$ cat config.mk
export PLATFORM = sky130hd
export DESIGN_NAME = led_left_ws2812_tx
export DESIGN_NICKNAME = d
export VERILOG_FILES = /design/src/rtl/led_left_ws2812_tx.sv
export SDC_FILE = /design/constraint.sdc
export NUM_CORES = 2
export LEC_CHECK = 0
export BUFFER_PORTS_ARGS = -buffer_cell sky130_fd_sc_hd__buf_2
export CAP_MARGIN = 20
export CORE_AREA = 4 4 558 560
export CTS_BUF_LIST = sky130_fd_sc_hd__clkbuf_4
export DETAILED_ROUTE_END_ITERATION = 6
export DIE_AREA = 0 0 562 564
export MAX_ROUTING_LAYER = met4
export REMOVE_ABC_BUFFERS = 1
export SETUP_SLACK_MARGIN = 0.1
export SLEW_MARGIN = 20
export SYNTH_ARGS = -nofsm -noshare
export SYNTH_HDL_FRONTEND = slang
export SYNTH_SLANG_ARGS = --single-unit
$ cat constraint.sdc
create_clock -name clkn -period 31.7 [get_ports clkn]
set_input_delay 6.34 -clock clkn [delete_from_list [all_inputs] [get_ports clkn]]
set_output_delay 6.34 -clock clkn [all_outputs]
set_load 0.05 [all_outputs]
$ cat src/rtl/led_left_ws2812_tx.sv
// rtl/led_left_ws2812_tx.sv - left-edge zone colour capture and WS2812 serial transmitter
module led_left_ws2812_tx #(
  parameter int ZONES = 45,
  parameter int T_BIT = 186,
  parameter int T0H   = 59,
  parameter int T1H   = 119,
  parameter int T_RES = 44550
) (
  input  logic        clkn,
  input  logic        reset,
  input  logic        vs,
  input  logic        din_valid,
  input  logic [23:0] din,
  output logic        led_dout,
  output logic        busy,
  output logic        frame_done,
  output logic        frame_drop
);

  localparam int ZI_W  = (ZONES > 1) ? $clog2(ZONES) : 1;
  localparam int WP_W  = $clog2(ZONES + 1);
  localparam int CNT_W = ($clog2(T_BIT) > 8) ? $clog2(T_BIT) : 8;
  localparam int LAT_W = ($clog2(T_RES) > 16) ? $clog2(T_RES) : 16;

  localparam logic [CNT_W-1:0] BIT_LAST = CNT_W'(T_BIT - 1);
  localparam logic [CNT_W-1:0] T0H_C    = CNT_W'(T0H);
  localparam logic [CNT_W-1:0] T1H_C    = CNT_W'(T1H);
  localparam logic [LAT_W-1:0] LAT_LAST = LAT_W'(T_RES - 1);
  localparam logic [ZI_W-1:0]  ZI_LAST  = ZI_W'(ZONES - 1);
  localparam logic [WP_W-1:0]  WP_FULL  = WP_W'(ZONES);

  typedef enum logic [1:0] {IDLE, LOAD, SEND, LATCH} state_t;

  state_t            state;
  logic              vs_q;
  logic              frame_end;
  logic [WP_W-1:0]   wr_ptr;
  logic [23:0]       cap [ZONES];
  logic [23:0]       tx  [ZONES];
  logic [ZI_W-1:0]   zone_idx;
  logic [4:0]        bit_idx;
  logic [CNT_W-1:0]  bit_cnt;
  logic [CNT_W-1:0]  cnt_nxt;
  logic [LAT_W-1:0]  lat_cnt;
  logic [23:0]       cur_grb;
  logic              cur_bit;

  assign frame_end = vs & ~vs_q;

  always_comb begin
    cur_grb = {tx[zone_idx][15:8], tx[zone_idx][23:16], tx[zone_idx][7:0]};
    cur_bit = cur_grb[5'd23 - bit_idx];
    cnt_nxt = bit_cnt + 1'b1;
  end

  // A strobe coinciding with the vs edge is dropped: the write needs vs low,
  // the edge needs vs high, so the pointer clear never races a write.
  always_ff @(negedge clkn) begin
    vs_q <= vs;
    if (reset) begin
      wr_ptr <= '0;
      for (int i = 0; i < ZONES; i++) cap[i] <= '0;
    end else if (frame_end) begin
      wr_ptr <= '0;
    end else if (din_valid && !vs && (wr_ptr < WP_FULL)) begin
      cap[wr_ptr[ZI_W-1:0]] <= din;
      wr_ptr                <= wr_ptr + 1'b1;
    end
  end

  always_ff @(negedge clkn) begin
    if (reset) begin
      state      <= IDLE;
      led_dout   <= 1'b0;
      busy       <= 1'b0;
      frame_done <= 1'b0;
      frame_drop <= 1'b0;
      zone_idx   <= '0;
      bit_idx    <= '0;
      bit_cnt    <= '0;
      lat_cnt    <= '0;
      for (int i = 0; i < ZONES; i++) tx[i] <= '0;
    end else begin
      frame_done <= 1'b0;
      frame_drop <= frame_end && (state != IDLE);
      case (state)
        IDLE: begin
          if (frame_end) begin
            state <= LOAD;
            busy  <= 1'b1;
          end
        end
        LOAD: begin
          for (int i = 0; i < ZONES; i++) tx[i] <= cap[i];
          zone_idx <= '0;
          bit_idx  <= '0;
          bit_cnt  <= '0;
          led_dout <= 1'b1;
          state    <= SEND;
        end
        SEND: begin
          // led_dout is registered, so it is computed from the next bit_cnt
          if (bit_cnt == BIT_LAST) begin
            bit_cnt  <= '0;
            led_dout <= 1'b1;
            if (bit_idx == 5'd23) begin
              bit_idx <= '0;
              if (zone_idx == ZI_LAST) begin
                state    <= LATCH;
                lat_cnt  <= '0;
                led_dout <= 1'b0;
              end else begin
                zone_idx <= zone_idx + 1'b1;
              end
            end else begin
              bit_idx <= bit_idx + 1'b1;
            end
          end else begin
            bit_cnt  <= cnt_nxt;
            led_dout <= cnt_nxt < (cur_bit ? T1H_C : T0H_C);
          end
        end
        LATCH: begin
          if (lat_cnt == LAT_LAST) begin
            state      <= IDLE;
            busy       <= 1'b0;
            frame_done <= 1'b1;
          end else begin
            lat_cnt <= lat_cnt + 1'b1;
          end
        end
        default: state <= IDLE;
      endcase
    end
  end

endmodule

==> results by group <==
Run status
  – Status: complete, but fails checks
  – Failing checks: DRC

Layout
  – Register Area: 65960 µm²
  – Final instance area: 111200 µm²
  – Multi-input logic area: 23940 µm²
  – Layout cells sized above 1: around 14%
  – Fillers: 29.57k
  – Nets: 8380
  – Syn-to-layout area delta: 21.41%

Critical path
  – Worst path slowest cell: nor2_2
  – CP Data Required Time: 16660 ps
  – Worst path cell trace: buf_8 > buf_4 > nor3_1 > nand3_1 > nor2_2 > or2_2
  – R2r worst-path depth: 17
  – Critical path class: input pin to flop
  – Delay of the slowest critical-path stage: 960 ps
  – Crit path DAT: approximately 10000 ps
  – Crit Path Max Fanout: 95
  – Worst Setup Start Kind: input pin
  – CP endpoint kind: flop

Route
  – Vias per cell: 4.527
  – Avg WL per Cell: 19.62 µm
  – Antenna-violating nets left: 0
  – Initial DRC Count: 6212
  – DRC: 1
  – 1st-pass router iterations: 7
  – Total number of vias: 58.03k
  – WL final: roughly 250 mm

Synthesis
  – Cell Area, Synth: 91600 µm²
  – Cell taking the most area after synthesis: edfxtp_1
  – Synth warn: 0
  – Avg Cell Area, Syn: around 16 µm²
  – EDFF count, synth: roughly 2.2k
  – Synth Instances: 5772
  – Count of different cell masters after synthesis: 70
  – Synth cell count leaders: edfxtp_1 (2160), and2_1 (1900), clkbuf_1 (352), nor2b_1 (278), mux4_2 (256)
  – Asr flop ratio synth: 0%
  – Prevailing post-synth register cell: edfxtp_1
  – #FFs+latches synth: around 2.2k
  – Synth area leaders: edfxtp_1 (71%), and2_1 (13%), mux4_2 (6.3%)
  – Sequential area share after synthesis: ~72%
  – Most instantiated library cell after synthesis: edfxtp_1
  – Area share of the largest cell type after synthesis: slightly above 70%

Clock tree
  – Clock latency on the worst-skew pair: 1250 ps
  – Clock buffer depth: 4
  – Post-CTS sizing: 0
  – Worst-path clk slew: 40 ps
  – Cts bufs inserted: between 600 and 700
  – Post-CTS Setup Inserts: 0
  – Post-CTS Hold Fix Bufs: 0
  – Clk root buf: clkbuf_4
  – TritonCTS clock tree: built
  – H-tree levels: 6
  – Clock sinks: 2214

Power and ir drop
  – Leakage: 48.68 nW
  – Combinational Power Share: approximately 9%
  – Power per cell area: slightly above 70 nW/µm²
  – Clock share of power: 42.7%
  – Sequential power share: 48.3%
  – VDD IR max: between 0.00003 and 0.00004 V
  – Total Power: 7.994 mW
  – Psw: 2.552 mW
  – Internal: 5.442 mW
  – Sw frac: 31.93%

STA
  – Setup ws final: ~6800 ps
  – Slew Limit Fails: 0
  – Worst relative slew slack: approximately 15%
  – Worst hold slack: ~460 ps
  – Clock skew: approximately 90 ps
  – RSZ-0062 raised after global routing: no
  – Final Hold Fails: 0
  – Worst-margin pin slew: approximately 1300 ps
  – Final setup TNS: 0 ps
  – Final Setup Violations: 0

Floorplanning
  – CORE AREA: 305800 µm²
  – Initial Utilization: 29.95%
  – Die Y: between 500 and 600 µm
  – Row cnt: 203
  – Chip width: between 500 and 600 µm
  – # IOs: 32
  – Die ar.: about 320000 µm²

Min path
  – HP Class: flop to flop
  – Cells on Worst Hold Path: 1

Placed design
  – Final GP Congestion: around 0.89
  – Post-place setup slack: 5684 ps
  – Dpl hpwl: 132.8 mm
  – Area after DPL: just under 100000 µm²
  – Port Buffers: 31

Global routing
  – Number of global-route vias before repair: about 66k
  – Grt ovf: 0
  – Antenna violations before repair: 32
  – Total GRT Usage: 16.13%
  – First-pass GRT wire length: about 370 mm
  – Largest net degree at the start of global routing: 246

Run
  – Max_cap viols: 0
final timing paths:
check | end | startpoint | slack [ps]
max | cap[3][3]$_SDFFCE_NN0P_ | reset | 6800
min | tx[26][8]$_SDFFCE_NN0P_ | cap[26][8]$_SDFFCE_NN0P_ | 460
max reg2reg | led_dout$_SDFFE_NP0P_ | flop | 24440
min reg2reg | tx[26][8]$_SDFFCE_NN0P_ | cap[26][8]$_SDFFCE_NN0P_ | 460
sequential cells by signal (all words and copies together), names as in the netlist, named ones only:
name / flops
led_dout: 1
frame_done: 1
bit_idx: 5
state: 2
bit_cnt: 8
vs_q: 1
frame_drop: 1
zone_idx: 6
busy: 1
lat_cnt: 16
cap: 1080
tx: 1080
wr_ptr: 6
critical path: cells and delay by family:
family	cells	cell delay, ps
AND/OR/NAND/NOR	4	2890
buffers and inverters	2	590
layout make-up:
class	instances	area share, %
Sequential cell	2214	59.30
Timing Repair Buffer	130	0.9585
Clock inverter	2567	9.061
Tap cell	4100	4.613
Multi-Input combinational cell	3109	21.53
Clock buffer	652	4.401
Antenna cell	22	0.04950
Inverter	25	0.08550
cell families (layout without fill, tap and decap cells):
kind of cell	after synthesis	in the layout	synth area share (%)
buffers and inverters	449	3374	2.035
adders and majority gates	18	18	0.2459
muxes	335	335	7.174
xor gates and xnor gates	27	27	0.2581
AOI/OAI and AO/OA	191	191	1.500
DFF	2214	2214	71.99
other	0	22	0
and+or+nand+nor	2538	2538	16.80
power by group through the flow:
stage / Clock (mW) / Sequential, mW / Combinational (mW)
after global routing: 3.95 / 3.89 / 0.758
after detailed placement: 0.413 / 3.90 / 0.718
after CTS: 3.54 / 3.86 / 0.722
final: 3.41 / 3.86 / 0.720
after floorplan: 0.413 / 4.00 / 0.415
after global placement: 0.413 / 3.88 / 0.706
routing by layer:
metal,GRT usage (%),part of all wire (%),vias to the layer above
li1,-,-,26190
met1,18.80,40,28790
met2,24.31,49,2563
met3,5.760,8.4,484
met4,8.832,2.9,0
met5,-,0,-
placed cells by master, fill, tap and decap left out, types with 17 or more instances in the layout:
cell type,n
nand3_1,33
o21ai_0,17
nor2_1,100
buf_4,99
a21oi_1,26
and2_1,1900
nand2_1,62
clkbuf_4,652
nor2b_1,276
buf_2,18
mux2i_1,67
dfxtp_1,49
ha_1,18
inv_2,18
or2_2,48
mux4_2,256
nor3_1,23
diode_2,22
edfxtp_1,2160
clkinvlp_2,58
a22oi_1,47
inv_1,2493
metrics by stage:
stage | cells | utilization [%]
after detailed placement | 9579 | 31.45
after CTS | 12800 | 36.35
final | 12820 | 36.37
after floorplan | 5349 | -
after global routing | 12810 | 36.36
after global placement | 9578 | 31.44
(Power assumes the default switching activity.)
